`src/rtl/alu_result_serializer.sv`:
```
// -----------------------------------------------------------------------------
// alu_result_serializer
//
// Purpose:
//   Takes each ALU result (data plus carry and zero flags) through a
//   valid/ready handshake and sends it out on one pin as a UART-style frame.
//   A single holding register lets the next result wait while the previous
//   frame is still shifting, so back-to-back frames run with no idle gap.
//
//   Frame, in transmit order (WIDTH+5 bits):
//     start(0), data[0..WIDTH-1], carry, zero, even parity, stop(1)
//
// Handshake (valid/ready):
//   A result is transferred on a rising edge where res_valid && res_ready.
//   res_ready is high exactly when the holding register is empty and comes
//   from registered state only. While res_ready is low, res_valid and the
//   data inputs are ignored. Once res_valid is raised the source keeps the
//   data stable until the transfer edge.
//
// Ports:
//   clk          system clock, rising edge
//   rst          synchronous reset, active-high
//   res_valid    result present on res_data/res_carry/res_zero
//   res_ready    holding register empty; a result is accepted this cycle
//   res_data     ALU result
//   res_carry    ALU carry/borrow flag
//   res_zero     ALU zero flag
//   tx_out       serial frame output, idles high, driven from a register
//   busy         a frame is shifting or a result is held
//   frame_count  number of completed frames, wraps at 256
//   dbg_state_o  FSM state (0 = IDLE, 1 = SHIFT)
// -----------------------------------------------------------------------------
module alu_result_serializer #(
    parameter int WIDTH        = 4,
    parameter int CLKS_PER_BIT = 4
) (
    input  logic             clk,
    input  logic             rst,
    input  logic             res_valid,
    output logic             res_ready,
    input  logic [WIDTH-1:0] res_data,
    input  logic             res_carry,
    input  logic             res_zero,
    output logic             tx_out,
    output logic             busy,
    output logic [7:0]       frame_count,
    output logic             dbg_state_o
);

    localparam int FRAME_W = WIDTH + 5;
    localparam int TMR_W   = (CLKS_PER_BIT > 1) ? $clog2(CLKS_PER_BIT) : 1;
    localparam int IDX_W   = $clog2(FRAME_W);

    localparam logic [TMR_W-1:0] TMR_LAST = TMR_W'(CLKS_PER_BIT - 1);
    localparam logic [IDX_W-1:0] IDX_LAST = IDX_W'(FRAME_W - 1);

    typedef enum logic {
        IDLE  = 1'b0,
        SHIFT = 1'b1
    } state_e;

    state_e             state_q, state_d;
    logic               hold_valid_q, hold_valid_d;
    logic [FRAME_W-1:0] hold_frame_q, hold_frame_d;
    logic [FRAME_W-1:0] shift_q, shift_d;
    logic [TMR_W-1:0]   timer_q, timer_d;
    logic [IDX_W-1:0]   idx_q, idx_d;
    logic [7:0]         count_q, count_d;

    logic               accept;
    logic               load;
    logic [FRAME_W-1:0] new_frame;

    // The frame is assembled at accept time, so the holding register already
    // contains exactly what the shifter will send. Bit 0 goes out first.
    assign new_frame = {1'b1, ^{res_data, res_carry, res_zero},
                        res_zero, res_carry, res_data, 1'b0};

    assign accept = res_valid && !hold_valid_q;

    always_comb begin
        state_d      = state_q;
        hold_valid_d = hold_valid_q;
        hold_frame_d = hold_frame_q;
        shift_d      = shift_q;
        timer_d      = timer_q;
        idx_d        = idx_q;
        count_d      = count_q;
        load         = 1'b0;

        case (state_q)
            IDLE: begin
                if (hold_valid_q) begin
                    load = 1'b1;
                end
            end
            SHIFT: begin
                if (timer_q == TMR_LAST) begin
                    timer_d = '0;
                    if (idx_q == IDX_LAST) begin
                        // Last cycle of the stop bit: frame complete. Chain
                        // straight into a held result, otherwise go quiet.
                        count_d = count_q + 8'd1;
                        if (hold_valid_q) begin
                            load = 1'b1;
                        end else begin
                            state_d = IDLE;
                            shift_d = '1;
                        end
                    end else begin
                        idx_d   = idx_q + 1'b1;
                        // Ones are shifted in so the line rests high once the
                        // stop bit has gone out.
                        shift_d = {1'b1, shift_q[FRAME_W-1:1]};
                    end
                end else begin
                    timer_d = timer_q + 1'b1;
                end
            end
            default: begin
                state_d = IDLE;
            end
        endcase

        // load only happens with the holding register full and accept only
        // with it empty, so the two never collide.
        if (load) begin
            shift_d      = hold_frame_q;
            hold_valid_d = 1'b0;
            timer_d      = '0;
            idx_d        = '0;
            state_d      = SHIFT;
        end

        if (accept) begin
            hold_valid_d = 1'b1;
            hold_frame_d = new_frame;
        end
    end

    always_ff @(posedge clk) begin
        if (rst) begin
            state_q      <= IDLE;
            hold_valid_q <= 1'b0;
            hold_frame_q <= '0;
            shift_q      <= '1;
            timer_q      <= '0;
            idx_q        <= '0;
            count_q      <= '0;
        end else begin
            state_q      <= state_d;
            hold_valid_q <= hold_valid_d;
            hold_frame_q <= hold_frame_d;
            shift_q      <= shift_d;
            timer_q      <= timer_d;
            idx_q        <= idx_d;
            count_q      <= count_d;
        end
    end

    assign tx_out      = shift_q[0];
    assign res_ready   = !hold_valid_q;
    assign busy        = (state_q == SHIFT) || hold_valid_q;
    assign frame_count = count_q;
    assign dbg_state_o = state_q;

endmodule

```
`config.mk`:
```
export PLATFORM = sky130hd
export DESIGN_NAME = alu_result_serializer
export DESIGN_NICKNAME = d
export VERILOG_FILES = /design/src/rtl/alu_result_serializer.sv
export SDC_FILE = /design/constraint.sdc
export NUM_CORES = 1
export LEC_CHECK = 0
export ABC_AREA = 1
export BUFFER_PORTS_ARGS = -buffer_cell sky130_fd_sc_hd__buf_2
export CAP_MARGIN = 10
export CORE_ASPECT_RATIO = 1.5
export CORE_MARGIN = 3
export CORE_UTILIZATION = 45
export DETAILED_ROUTE_END_ITERATION = 6
export GPL_TIMING_DRIVEN = 0
export HOLD_SLACK_MARGIN = 0.06
export PLACE_DENSITY = 0.66
export REMOVE_ABC_BUFFERS = 1
export SETUP_SLACK_MARGIN = 0.2
export SKIP_LAST_GASP = 1
export SLEW_MARGIN = 10
export SYNTH_ARGS = -nofsm -noshare
export SYNTH_HDL_FRONTEND = slang
export SYNTH_SLANG_ARGS = --single-unit
```
`constraint.sdc`:
```
create_clock -name clk -period 1.88 [get_ports clk]
set_input_delay 0.094 -clock clk [delete_from_list [all_inputs] [get_ports clk]]
set_output_delay 0.094 -clock clk [all_outputs]
set_load 0.05 [all_outputs]
```
==> impl_metrics.prom, run 1 <==
# TYPE chip_impl_metric gauge
chip_impl_metric{name="yosysUniqueCellTypes",unit=""} 30
chip_impl_metric{name="fin_total_pwr",unit="mW"} 1.51
chip_impl_metric{name="final_routed_wire_length_divided_by_cell_count",unit="um"} 10.4
chip_impl_metric{name="first_pass_iters",unit=""} 4
chip_impl_metric{name="dp_hpwl",unit="um"} 2280
chip_impl_metric{name="drtIter0Drc",unit=""} 47
chip_impl_metric{name="detailroute.via_count",unit=""} 1427
chip_impl_metric{name="route.antenna.remaining_nets",unit=""} 0
chip_impl_metric{name="post_cts_hold_buffer_count",unit=""} 0
chip_impl_metric{name="netSwitchingPower",unit="mW"} 0.421
chip_impl_metric{name="path_clk_slew",unit="ps"} 70
chip_impl_metric{name="worst_ep_arrival_time",unit="ps"} 1620
chip_impl_info{name="hold_path_class",value="in -> reg"} 1
chip_impl_metric{name="antenna_cells_inserted",unit=""} 0
chip_impl_metric{name="fin_setup_tns",unit="ps"} 0
chip_impl_metric{name="slew_viols_final",unit=""} 0
chip_impl_metric{name="coreArea",unit="sq um"} 3510
chip_impl_metric{name="grt_pass1_vias",unit=""} 1357
chip_impl_metric{name="synth_sequential_area_ratio",unit=""} 0.388
chip_impl_metric{name="setup-violations-final",unit=""} 0
chip_impl_metric{name="cts_num_sinks",unit=""} 33
chip_impl_metric{name="synth_edf_count",unit=""} 0
chip_impl_metric{name="floorplan.die.width",unit="um"} 56.2
chip_impl_info{name="worst_setup_path_start_kind",value="flip-flop"} 1
chip_impl_metric{name="antenna_violations_before_repair",unit=""} 0
chip_impl_metric{name="ctsHtreeMaxLevel",unit=""} 2
chip_impl_metric{name="p_leak",unit="nW"} 0.885
chip_impl_metric{name="period_minus_slack",unit="ps"} 1460
chip_impl_metric{name="share_clk_of_total_power",unit=""} 0.335
chip_impl_metric{name="grt_start_max_net_pins",unit=""} 23
chip_impl_info{name="synth_most_common_cell",value="nand2_1"} 1
chip_impl_metric{name="total_die_area",unit="sq um"} 4580
chip_impl_info{name="cts_root_buffer",value="clkbuf_8"} 1
chip_impl_metric{name="port_buffers",unit=""} 20
chip_impl_metric{name="drt_wl_total",unit="um"} 3050
chip_impl_metric{name="final.hold.worst_slack",unit="ps"} 84.6
chip_impl_metric{name="cts_inserted_buffers",unit=""} 5
chip_impl_metric{name="die_h",unit="um"} 81.4
chip_impl_info{name="rsz0062_at_grt",value="false"} 1
chip_impl_metric{name="maxSlewHeadroom",unit=""} 0.760
chip_impl_metric{name="layout-drive-gt1-share",unit=""} 0.235
chip_impl_metric{name="transition_time_at_the_pin_with_the_least_slew_margin",unit="ps"} 360
chip_impl_metric{name="drv.max_cap_violation_count",unit=""} 0
chip_impl_metric{name="global_route.overflow_total",unit=""} 0
chip_impl_metric{name="internal_dissipation",unit="mW"} 1.09
chip_impl_metric{name="avgSynthCellArea",unit="sq um"} 7.47
chip_impl_metric{name="dpl_worst_slack",unit="ps"} 281
chip_impl_metric{name="cts_buffer_depth",unit=""} 2
chip_impl_metric{name="postSynthRegisterBits",unit=""} 33
chip_impl_metric{name="track_usage",unit=""} 0.158
chip_impl_metric{name="ioPinCount",unit=""} 21
chip_impl_metric{name="fillcell_total",unit=""} 368
chip_impl_metric{name="layout.cells.non_filler",unit=""} 293
chip_impl_info{name="status",value="complete, no violations"} 1
chip_impl_info{name="critPathLaunch",value="idx_q[0]$_SDFFE_PP0P_"} 1
chip_impl_metric{name="finalHoldViolations",unit=""} 0
chip_impl_metric{name="timing.clock.skew",unit="ps"} 6.22
chip_impl_metric{name="vias_per_cell",unit=""} 4.87
chip_impl_metric{name="final.period_utilization",unit=""} 0.774
chip_impl_metric{name="cp_required",unit="ps"} 2040
chip_impl_metric{name="std_cell_rows",unit=""} 26
chip_impl_info{name="worst_setup_path_end_kind",value="flip-flop"} 1
chip_impl_info{name="hold_path_startpoint",value="rst"} 1
chip_impl_metric{name="cellPowerDensity",unit="nW/um^2"} 792
chip_impl_metric{name="fmax",unit="MHz"} 687
chip_impl_metric{name="dpl_cell_area",unit="sq um"} 1830
chip_impl_info{name="cts_tree",value="built"} 1
chip_impl_metric{name="yosysWarningCount",unit=""} 0
chip_impl_info{name="synth_top_cells_by_area",value="dfxtp_1 (39%), nand2_1 (10%), inv_1 (4.8%)"} 1
chip_impl_metric{name="peakVddDrop",unit="mV"} 0.467
chip_impl_metric{name="syn-instance-count",unit=""} 228
chip_impl_metric{name="synth-async-reset-ratio",unit=""} 0
chip_impl_info{name="r2r_start",value="idx_q[0]$_SDFFE_PP0P_"} 1
chip_impl_metric{name="final_core_util",unit=""} 0.543
chip_impl_metric{name="critical_path.max_fanout",unit=""} 10
chip_impl_info{name="setup.worst_path.class",value="reg -> reg"} 1
chip_impl_metric{name="grt_pass1_wl",unit="um"} 5710
chip_impl_metric{name="netlist.area_leader.share",unit=""} 0.388
chip_impl_metric{name="switching_share",unit=""} 0.279
chip_impl_metric{name="finalNetCount",unit=""} 263
chip_impl_info{name="synth_area_leader_cell",value="dfxtp_1"} 1
chip_impl_metric{name="area_delta_synth_final",unit="%"} 11.9
chip_impl_metric{name="gp_congestion",unit=""} 0.715
chip_impl_metric{name="final_critical_path_setup_slack",unit="ps"} 424
chip_impl_metric{name="placedCellCount",unit=""} 285
chip_impl_metric{name="share_comb_of_total_power",unit=""} 0.156
chip_impl_info{name="netlist_top_cells_count",value="nand2_1 (47), dfxtp_1 (33), inv_1 (22)"} 1
chip_impl_metric{name="layout.cell_area.non_filler",unit="sq um"} 1910
chip_impl_metric{name="clock_latency",unit="ps"} 280
chip_impl_metric{name="final_routed_drc_violation_total",unit=""} 0
chip_impl_metric{name="seqPwrFrac",unit=""} 0.509
chip_impl_metric{name="start_util",unit=""} 0.485
chip_impl_metric{name="area_of_the_mapped_netlist",unit="sq um"} 1700
chip_impl_info{name="predominant_post_synthesis_flop_cell",value="dfxtp_1"} 1
-- registers in the layout, indices dropped and copies added, names as in the netlist --
name          count
hold_valid_q      1
dbg_state_o       1
timer_q           2
shift_q           9
idx_q             4
hold_frame_q      8
frame_count       8
-- worst max-delay path: stages, from the launching register on --
cell     delay, ps
dfxtp_1        330
inv_1           90
ha_1           240
nand2_2         90
nor2_4         150
nand2_2         90
nand2_4         90
nand2_8         90
o22ai_2         90
nand2_1         60
-- power groups by stage --
stage / logic (mW) / registers, mW / clock network [mW]
2_1_floorplan: 0.176 / 0.793 / 0
3_3_place_gp: 0.239 / 0.783 / 0
3_5_place_dp: 0.241 / 0.784 / 0
4_1_cts: 0.242 / 0.768 / 0.524
5_1_grt: 0.272 / 0.773 / 0.548
6_report: 0.236 / 0.769 / 0.505
-- cell type report --
cell class	instances	area [sq um]	share of cell area
inverter	30	113	0.0591
sequential	33	662	0.347
timing repair buffer	20	100	0.0525
multi-input combinational	160	900	0.472
tap	42	52.6	0.0276
clock buffer	8	80.1	0.0420
-- metal layers --
layer | GRT usage | part of all wire
met2 | 0.276 | 0.49
met3 | 0.0429 | 0.041
met5 | 0 | 0
met1 | 0.177 | 0.45
met4 | 0.0784 | 0.023
-- cells in the final DEF, fill, tap and decap left out --
| cell | count |
|---|---|
| clkbuf_8 | 5 |
| xnor2_1 | 1 |
| a21oi_1 | 16 |
| nand2_1 | 47 |
| dfxtp_1 | 32 |
| o21bai_1 | 7 |
| nor2_2 | 12 |
| inv_1 | 22 |
| nand2_8 | 1 |
| nand2_2 | 5 |
| nand3_1 | 10 |
| nand2_4 | 2 |
| a311oi_1 | 1 |
| nand3_4 | 1 |
| o21ai_1 | 8 |
| clkbuf_1 | 3 |
| nand4_1 | 1 |
| buf_2 | 20 |
| nor2_4 | 2 |
| nor2_1 | 18 |
| o21ai_0 | 9 |
| nor2_8 | 1 |
| o22ai_2 | 1 |
| ha_1 | 4 |
| o211ai_1 | 7 |
| inv_2 | 8 |
| xor2_1 | 2 |
| nor3_1 | 3 |
| nand3b_1 | 1 |
| dfxtp_2 | 1 |
-- worst paths after layout --
kind | slack [ps] | cells past startpoint | to
worst max-delay path | 420 | 9 | shift_q[8]$_SDFFE_PP1P_
worst min-delay path | 80 | 2 | hold_valid_q$_SDFFE_PP0P_
worst max register to register | 420 | 9 | shift_q[8]$_SDFFE_PP1P_
worst min register to register | 470 | 2 | shift_q[0]$_SDFFE_PP1P_
-- what timing repair did --
action,4_1_cts,5_1_grt
buffers inserted,0,0
resized for setup,0,1
setup endpoints to repair,0,13
-- logic make-up after synthesis --
group	count (synthesis)	synth area share
adders and majority gates	4	0.0294
xor gates and xnor gates	3	0.0154
AOI/OAI and AO/OA	49	0.171
DFF	33	0.388
buffers and inverters	35	0.0844
and+or+nand+nor	104	0.312
No activity file was read; power rests on OpenSTA's default activity.
==> run 2: changes to the inputs <==
==> constraint.sdc (replaced) <==
create_clock -name clk -period 1.45 [get_ports clk]
set_input_delay 0.0725 -clock clk [delete_from_list [all_inputs] [get_ports clk]]
set_output_delay 0.0725 -clock clk [all_outputs]
set_load 0.05 [all_outputs]
==> impl_metrics.prom, run 2 (same netlist as run 1, synthesis figures left out) <==
# TYPE chip_impl_metric gauge
chip_impl_metric{name="dp_hpwl",unit="um"} 2280
chip_impl_metric{name="std_cell_rows",unit=""} 26
chip_impl_metric{name="slew_viols_final",unit=""} 0
chip_impl_info{name="worst_path_dominant_cell_family",value="simple AND/OR/NAND/NOR gates"} 1
chip_impl_info{name="top_layer_used",value="met4"} 1
chip_impl_metric{name="clock_latency",unit="ps"} 280
chip_impl_metric{name="die_h",unit="um"} 81.4
chip_impl_metric{name="start_util",unit=""} 0.485
chip_impl_metric{name="first_pass_iters",unit=""} 6
chip_impl_metric{name="routed_wl_met2",unit="um"} 1750
chip_impl_metric{name="layout.cell_area.non_filler",unit="sq um"} 2180
chip_impl_metric{name="fin_total_pwr",unit="mW"} 1.99
chip_impl_metric{name="area_delta_synth_final",unit="%"} 27.8
chip_impl_metric{name="route.antenna.remaining_nets",unit=""} 0
chip_impl_info{name="most-common-layout-cells",value="nand2_1 (44), dfxtp_1 (29), inv_1 (20)"} 1
chip_impl_metric{name="finalNetCount",unit=""} 279
chip_impl_metric{name="final_critical_path_setup_slack",unit="ps"} 124
chip_impl_metric{name="drtIter0Drc",unit=""} 44
chip_impl_metric{name="max_reg_flops",unit=""} 9
chip_impl_metric{name="share_clk_of_total_power",unit=""} 0.328
chip_impl_info{name="worst_setup_path_end_kind",value="flip-flop"} 1
chip_impl_metric{name="path_clk_slew",unit="ps"} 60
chip_impl_metric{name="final.period_utilization",unit=""} 0.915
chip_impl_info{name="slowest_stage",value="dfxtp_2"} 1
chip_impl_metric{name="share_comb_of_total_power",unit=""} 0.173
chip_impl_info{name="cts_root_buffer",value="clkbuf_8"} 1
chip_impl_metric{name="global_route.overflow_total",unit=""} 0
chip_impl_metric{name="grt_start_max_net_pins",unit=""} 23
chip_impl_metric{name="cp_required",unit="ps"} 1630
chip_impl_metric{name="final_routed_wire_length_divided_by_cell_count",unit="um"} 11.3
chip_impl_metric{name="maxSlewHeadroom",unit=""} 0.739
chip_impl_metric{name="port_buffers",unit=""} 20
chip_impl_metric{name="cts_num_sinks",unit=""} 33
chip_impl_info{name="registers.top_by_ff_count",value="shift_q"} 1
chip_impl_info{name="cts_tree",value="built"} 1
chip_impl_metric{name="fillcell_total",unit=""} 335
chip_impl_metric{name="worstPathBufferInverterCount",unit=""} 2
chip_impl_metric{name="vias_per_cell",unit=""} 4.93
chip_impl_info{name="worst_setup_path_start_kind",value="flip-flop"} 1
chip_impl_metric{name="drt_wl_total",unit="um"} 3480
chip_impl_metric{name="fmax",unit="MHz"} 754
chip_impl_info{name="mostFrequentLayoutCell",value="nand2_1"} 1
chip_impl_info{name="hold_path_class",value="in -> reg"} 1
chip_impl_metric{name="peakVddDrop",unit="mV"} 0.584
chip_impl_info{name="critical_path.cell_chain",value="inv_2 -> ha_4 -> nand2_4 -> nor2_4 -> buf_12 -> nand2_4 -> nor2_4 -> xnor2_2 -> nor2_1"} 1
chip_impl_metric{name="ioPinCount",unit=""} 21
chip_impl_metric{name="period_minus_slack",unit="ps"} 1330
chip_impl_info{name="rsz0062_at_grt",value="true"} 1
chip_impl_metric{name="met1Wirelength",unit="um"} 1510
chip_impl_metric{name="drv.max_cap_violation_count",unit=""} 0
chip_impl_metric{name="antenna_violations_before_repair",unit=""} 0
chip_impl_metric{name="antenna_cells_inserted",unit=""} 0
chip_impl_metric{name="grt_pass1_vias",unit=""} 1413
chip_impl_metric{name="internal_dissipation",unit="mW"} 1.44
chip_impl_metric{name="track_usage",unit=""} 0.170
chip_impl_metric{name="cellPowerDensity",unit="nW/um^2"} 916
chip_impl_metric{name="netSwitchingPower",unit="mW"} 0.557
chip_impl_metric{name="cts_buffer_depth",unit=""} 2
chip_impl_metric{name="cts_inserted_buffers",unit=""} 5
chip_impl_info{name="setup.worst_path.class",value="reg -> reg"} 1
chip_impl_metric{name="p_leak",unit="nW"} 1.01
chip_impl_metric{name="final_routed_drc_violation_total",unit=""} 0
chip_impl_metric{name="floorplan.die.width",unit="um"} 56.2
chip_impl_metric{name="finalHoldViolations",unit=""} 0
chip_impl_metric{name="critical_path.max_fanout",unit=""} 4
chip_impl_metric{name="gp_congestion",unit=""} 0.715
chip_impl_metric{name="detailroute.via_count",unit=""} 1523
chip_impl_metric{name="dr_wl_met3",unit="um"} 129
chip_impl_metric{name="coreArea",unit="sq um"} 3510
chip_impl_metric{name="ctsHtreeMaxLevel",unit=""} 2
chip_impl_metric{name="switching_share",unit=""} 0.279
chip_impl_metric{name="grt_pass1_wl",unit="um"} 6100
chip_impl_metric{name="layout-drive-gt1-share",unit=""} 0.326
chip_impl_metric{name="setup-violations-final",unit=""} 0
chip_impl_metric{name="dpl_worst_slack",unit="ps"} -149
chip_impl_metric{name="transition_time_at_the_pin_with_the_least_slew_margin",unit="ps"} 391
chip_impl_metric{name="worst_ep_arrival_time",unit="ps"} 1500
chip_impl_metric{name="cp_slowest_stage_delay",unit="ps"} 330
chip_impl_metric{name="dpl_cell_area",unit="sq um"} 1830
chip_impl_metric{name="timing.clock.skew",unit="ps"} 4.49
chip_impl_info{name="status",value="complete, no violations"} 1
chip_impl_metric{name="seqPwrFrac",unit=""} 0.499
chip_impl_metric{name="total_die_area",unit="sq um"} 4580
run 2: cell type report:
cell class	instances	area [sq um]	area share
Multi-Input combinational cell	161	996	0.457
Clock buffer	8	80.1	0.0368
Sequential cell	33	668	0.307
Timing Repair Buffer	35	268	0.123
Inverter	30	113	0.0517
Tap cell	42	52.6	0.0241
run 2: repair_timing:
action | CTS | global route
setup endpoints to repair | 26 | 24
hold endpoints to repair | 4 | 0
pin swaps | 7 | 6
hold buffers | 3 | 0
setup buffers | 8 | 4
cloned | 1 | 0
resized for setup | 16 | 12
run 2: worst paths after layout:
| check | from | to | slack, ps | cells after the start |
|---|---|---|---|---|
| worst max register to register | idx_q[1]$_SDFFE_PP0P_ | frame_count[4]$_SDFFE_PP0P_ | 120 | 9 |
| worst min register to register | shift_q[0]$_SDFFE_PP1P_ | shift_q[0]$_SDFFE_PP1P_ | 470 | 2 |
| worst min-delay path | res_carry | hold_frame_q[5]$_SDFFE_PP0P_ | 60 | 3 |
| worst max-delay path | idx_q[1]$_SDFFE_PP0P_ | frame_count[4]$_SDFFE_PP0P_ | 120 | 9 |
run 2: power by group through the flow:
stage	clock network, mW	logic (mW)	registers (mW)
after floorplan	0	0.228	1.03
after global placement	0	0.310	1.02
after detailed placement	0	0.313	1.02
after CTS	0.679	0.335	0.998
after global routing	0.711	0.392	1.00
final	0.654	0.345	0.995
run 2: per-stage QoR:
stage	hold WS, ps	cells	utilization	setup TNS (ps)
after floorplan	142	223	-	-5500
after CTS	60.3	305	0.595	0
after global routing	74.9	309	0.620	0
after global placement	349	285	0.520	-1620
final	64.8	309	0.620	0
after detailed placement	360	285	0.520	-1520
run 2: layer usage:
layer | global-route usage | vias to the layer above
met3 | 0.0429 | 8
met1 | 0.185 | 678
met5 | 0 | -
met4 | 0.0879 | 0
li1 | - | 812
met2 | 0.302 | 25
run 2: tightest hold or removal path, stage by stage:
cell	delay [ps]
buf_2	90
o21ai_0	80
nor2_1	70
